===== config.mk =====
export PLATFORM = sky130hd
export DESIGN_NAME = cabac_byte_feeder
export DESIGN_NICKNAME = d
export VERILOG_FILES = /design/src/rtl/cabac_byte_feeder.sv
export SDC_FILE = /design/constraint.sdc
export NUM_CORES = 1
export LEC_CHECK = 0
export CORE_ASPECT_RATIO = 0.7
export CORE_MARGIN = 2
export CORE_UTILIZATION = 55
export DETAILED_ROUTE_END_ITERATION = 12
export HOLD_SLACK_MARGIN = 0.1
export PLACE_DENSITY = 0.79
export SKIP_LAST_GASP = 1
export SYNTH_ARGS = -nofsm -noshare
export SYNTH_HDL_FRONTEND = slang
export SYNTH_SLANG_ARGS = --single-unit

===== constraint.sdc =====
create_clock -name clk -period 3.9 [get_ports clk]
set_clock_uncertainty 0.2 [all_clocks]
set_input_delay 0.78 -clock clk [delete_from_list [all_inputs] [get_ports clk]]
set_output_delay 0.78 -clock clk [all_outputs]
set_load 0.1 [all_outputs]

===== src/rtl/cabac_byte_feeder.sv =====
// rtl/cabac_byte_feeder.sv - show-ahead byte FIFO feeding the CABAC decoder core.
// Optional EPB_REMOVE_EN strips 00 00 03 emulation-prevention bytes on the push side.
module cabac_byte_feeder #(
   parameter int DEPTH = 8,
   parameter int CNT_W = 24
) (
   input  logic                     clk,
   input  logic                     reset,
   input  logic                     flush,
   input  logic                     in_valid,
   input  logic [7:0]               in_data,
   output logic                     in_ready,
   input  logic                     req,
   output logic [7:0]               data_out,
   output logic                     data_valid,
   output logic                     stall,
   output logic [$clog2(DEPTH):0]   level,
   output logic [CNT_W-1:0]         bytes_consumed,
   output logic                     underflow_err
`ifdef EPB_REMOVE_EN
   ,
   output logic [15:0]              epb_count
`endif
);

   localparam int AW = $clog2(DEPTH);
   localparam int LW = AW + 1;

   logic [7:0]       mem_q [DEPTH];
   logic [AW-1:0]    wr_ptr_q, wr_ptr_d;
   logic [AW-1:0]    rd_ptr_q, rd_ptr_d;
   logic [LW-1:0]    level_q, level_d;
   logic [CNT_W-1:0] cnt_q, cnt_d;
   logic             uflow_q, uflow_d;
   logic             push, pop, store;

   // Level is kept separately from the pointers so full and empty are unambiguous.
   assign in_ready       = (level_q != LW'(DEPTH));
   assign data_valid     = (level_q != '0);
   assign data_out       = data_valid ? mem_q[rd_ptr_q] : 8'h00;
   assign stall          = req & ~data_valid;
   assign push           = in_valid & in_ready;
   assign pop            = req & data_valid;
   assign level          = level_q;
   assign bytes_consumed = cnt_q;
   assign underflow_err  = uflow_q;

`ifdef EPB_REMOVE_EN
   logic [1:0]  zero_run_q, zero_run_d;
   logic [15:0] epb_q, epb_d;
   logic        discard;

   // The third byte of 00 00 03 completes its handshake but is never written.
   assign discard   = push & (zero_run_q == 2'd2) & (in_data == 8'h03);
   assign store     = push & ~discard;
   assign epb_count = epb_q;

   always_comb begin
      zero_run_d = zero_run_q;
      epb_d      = epb_q;
      if (flush) begin
         zero_run_d = 2'd0;
         epb_d      = 16'h0000;
      end else if (push) begin
         if (discard) begin
            zero_run_d = 2'd0;
            if (epb_q != 16'hFFFF) epb_d = epb_q + 16'd1;
         end else if (in_data == 8'h00) begin
            zero_run_d = (zero_run_q == 2'd2) ? 2'd2 : zero_run_q + 2'd1;
         end else begin
            zero_run_d = 2'd0;
         end
      end
   end

   always_ff @(posedge clk or posedge reset) begin
      if (reset) begin
         zero_run_q <= 2'd0;
         epb_q      <= 16'h0000;
      end else begin
         zero_run_q <= zero_run_d;
         epb_q      <= epb_d;
      end
   end
`else
   assign store = push;
`endif

   always_comb begin
      wr_ptr_d = wr_ptr_q;
      rd_ptr_d = rd_ptr_q;
      level_d  = level_q;
      cnt_d    = cnt_q;
      uflow_d  = uflow_q;
      if (flush) begin
         wr_ptr_d = '0;
         rd_ptr_d = '0;
         level_d  = '0;
         cnt_d    = '0;
         uflow_d  = 1'b0;
      end else begin
         if (store) wr_ptr_d = wr_ptr_q + AW'(1);
         if (pop) begin
            rd_ptr_d = rd_ptr_q + AW'(1);
            cnt_d    = cnt_q + CNT_W'(1);
         end
         if (stall) uflow_d = 1'b1;
         case ({store, pop})
            2'b10:   level_d = level_q + LW'(1);
            2'b01:   level_d = level_q - LW'(1);
            default: level_d = level_q;
         endcase
      end
   end

   always_ff @(posedge clk or posedge reset) begin
      if (reset) begin
         wr_ptr_q <= '0;
         rd_ptr_q <= '0;
         level_q  <= '0;
         cnt_q    <= '0;
         uflow_q  <= 1'b0;
      end else begin
         wr_ptr_q <= wr_ptr_d;
         rd_ptr_q <= rd_ptr_d;
         level_q  <= level_d;
         cnt_q    <= cnt_d;
         uflow_q  <= uflow_d;
      end
   end

   always_ff @(posedge clk) begin
      if (store && !flush) mem_q[wr_ptr_q] <= in_data;
   end

endmodule


==> flow_summary.json <==
{
  "drv_cap": 0,
  "path_buf_inv": 1,
  "via_count": 2851,
  "swShare": 0.441,
  "worstHoldStart": "underflow_err",
  "port-buffer-count": 52,
  "rsz0062_at_grt": "no",
  "post-place-cells": 468,
  "grt_max_degree": 39,
  "grt_pass1_wl_mm": 14.3,
  "cts_max_level": 3,
  "tritoncts": "yes",
  "slew_headroom": 0.339,
  "r2r-end": "level[3]",
  "drv_slew": 0,
  "cts.hold.buffers_added": 0,
  "finalCriticalPeriod_ns": 3.06,
  "drc": 0,
  "clockBufferDepth": 2,
  "synth-seq-cells": 99,
  "clk_pin_slew_ns": 0.07,
  "drt_pass1_iterations": 4,
  "tightest_slew_ns": 0.989,
  "cts_resized": 0,
  "period_share": 0.784,
  "rr_worst_depth": 8,
  "mostFrequentLayoutCell": "edfxtp_1",
  "syn_area_um2": 4460,
  "rows": 27,
  "grt_pass1_vias": 2783,
  "synthSimpleGateAreaFrac": 0.136,
  "synth_mux_area_frac": 0.109,
  "cts-root-buf": "clkbuf_16",
  "setup_violations": 0,
  "p_switching_mw": 1.64,
  "post_synth.cell_area_avg_um2": 13.9,
  "final_cell_mix": "edfxtp_1 (64), clkdlybuf4s50_1 (38), dfrtp_1 (35)",
  "crit_chain": "clkdlybuf4s50_1",
  "powerDensity_nw_per_um2": 694,
  "p_leak_nw": 1.86,
  "ys.warnings.count": 0,
  "status": "finished, final reports clean",
  "clock.fmax_ghz": 0.327,
  "clock_latency_ns": 0.34,
  "fin_cells": 484,
  "synth_compound_area_frac": 0.0519,
  "initial_core_util": 0.567,
  "required_ns": 2.92,
  "clkPwrFrac": 0.215,
  "num_antenna_cells": 0,
  "ant_nets": 0,
  "cpMaxStageDelayCell": "clkdlybuf4s50_1",
  "critical_path_class": "reg2out",
  "hold_path_class": "reg2reg",
  "end_kind": "primary output",
  "reg2reg_slack_ns": 0.90,
  "fp.coreArea_um2": 7870,
  "timing.final.hold_violations": 0,
  "numClockSinks": 99,
  "gr-usage-all-layers": 0.213,
  "synth_edf_count": 64,
  "syn2layout_area_growth_pct": 20.0,
  "die_h_um": 79.4,
  "synth_fa_ha_area_frac": 0.0140,
  "routed_via_density": 5.89,
  "ys.flop_type": "edfxtp_1",
  "post_drt_wl_per_cell_um": 18.4,
  "path_max_fanout": 8,
  "setup_tns_ns": 0,
  "syn_inst": 322,
  "gp_congestion": 0.807,
  "reg2reg_from": "level[0]",
  "die_area_um2": 8860,
  "overflow": 0,
  "intPower_mw": 2.08,
  "min_to": "underflow_err",
  "hold_depth": 2,
  "fin_nets": 396,
  "drive_gt1_frac": 0.180,
  "synth-xor-area-share": 0.0353,
  "async_reset_ff_frac": 0.354,
  "ios": 53,
  "fp.dieW_um": 112,
  "cp.arrival_ns": 2.08,
  "synth_top_family_by_area": "simple AND/OR/NAND/NOR gates",
  "combPwrFrac": 0.438,
  "cts_buffers": 9,
  "p_seq_frac": 0.347,
  "vdd_drop_max_mv": 0.513,
  "synth_nets": 340,
  "synth.distinct_cells": 46,
  "antenna_found_initial": 0,
  "drt_iter0_drc": 138,
  "cp_top_family": "buffers and inverters",
  "post-cts-setup-buffers": 0,
  "drt-total-wl_mm": 8.88,
  "cp-start-kind": "register",
  "slowest_delay_ns": 1.20,
  "dp_hpwl_mm": 5.96,
  "synth_seq_area_share": 0.627
}
==> cell families (layout without fill, tap and decap cells) <==
group                    after synthesis  count (layout)
AO/OA/AOI/OAI                         34              34
XOR/XNOR                              18              18
adder cells (fa/ha/maj)                5               5
buffers and inverters                 28              89
flip-flops                            99              99
multiplexers                          28              28
AND/OR/NAND/NOR                      110             110
==> cell type report <==
cell class | count | area (um2)
multi-input combinational | 195 | 1550
inverter | 10 | 38.8
timing repair buffer | 63 | 568
fill | 544 | 2520
clock inverter | 4 | 26.3
clock buffer | 12 | 246
tap | 101 | 126
sequential | 99 | 2800
==> power groups by stage <==
stage / Clock [mW] / Sequential, mW / Combinational [mW]
after CTS: 0.819 / 1.29 / 1.64
after global routing: 0.863 / 1.30 / 1.70
after global placement: 0 / 1.30 / 1.62
after floorplan: 0 / 1.46 / 1.13
after detailed placement: 0 / 1.31 / 1.63
final: 0.800 / 1.29 / 1.63
==> stage by stage <==
step / hold slack [ns] / instance area [um2] / utilization / power, mW / worst slack, ns
after floorplan: 0.381 / 4460 / - / 2.59 / 0.202
after global placement: 0.286 / 5080 / 0.645 / 2.92 / 0.652
after detailed placement: 0.342 / 5080 / 0.645 / 2.94 / 0.594
after CTS: 0.357 / 5350 / 0.680 / 3.74 / 0.817
after global routing: 0.392 / 5350 / 0.680 / 3.86 / 0.755
final: 0.353 / 5350 / 0.680 / 3.72 / 0.841
==> registers in the layout (all words and copies together) (netlist names) <==
name,count
wr_ptr_q,3
underflow_err,1
bytes_consumed,24
mem_q,64
level,4
rd_ptr_q,3
==> synth_stat cells (2+ instances only) <==
library cell  number  area (um2)
mux2i_1            9        90.1
xnor2_1           13         114
mux2_2             3        33.8
nand4b_1           2        17.5
dfrtp_1           35         876
inv_1              9        33.8
o41a_1             2        22.5
or3_1              2        12.5
buf_1              2        7.51
nor3_1             9        45.0
buf_2              7        35.0
a31oi_1            2        12.5
xor2_1             5        43.8
nor2b_1            4        25.0
clkbuf_1           8        30.0
or4_1              8        60.1
nor2_1            34         128
nand4_1            5        31.3
o31ai_1            8        60.1
o21ai_0            3        15.0
mux4_2            16         360
nand3b_1           2        15.0
or2_2              2        12.5
nand3_1           10        50.1
edfxtp_1          64        1920
a21oi_1           13        65.1
ha_1               5        62.6
nor4_1             6        37.5
nand2_1           17        63.8
==> metal layers <==
layer / share of wire / global-route usage / vias to the layer above
li1: - / - / 1330
met1: 0.45 / 0.296 / 1453
met2: 0.48 / 0.348 / 59
met3: 0.055 / 0.0443 / 9
met4: 0.0079 / 0.0580 / 0
met5: 0 / 0 / -
==> worst max-delay path by stage <==
| stage | start | slack (ns) | to | depth (start not counted) |
|---|---|---|---|---|
| 2_1_floorplan | level[0] | 0.20 | data_out[0] | 3 |
| 3_5_place_dp | req | 0.59 | level[3] | 8 |
| 5_1_grt | level[0] | 0.76 | level[3] | 8 |
| 6_report | level[3] | 0.84 | level[3] | 1 |
| 4_1_cts | rd_ptr_q[1] | 0.82 | data_out[1] | 4 |
| 3_3_place_gp | req | 0.65 | level[3] | 8 |
Note: power is estimated with default switching activity, not from simulation.
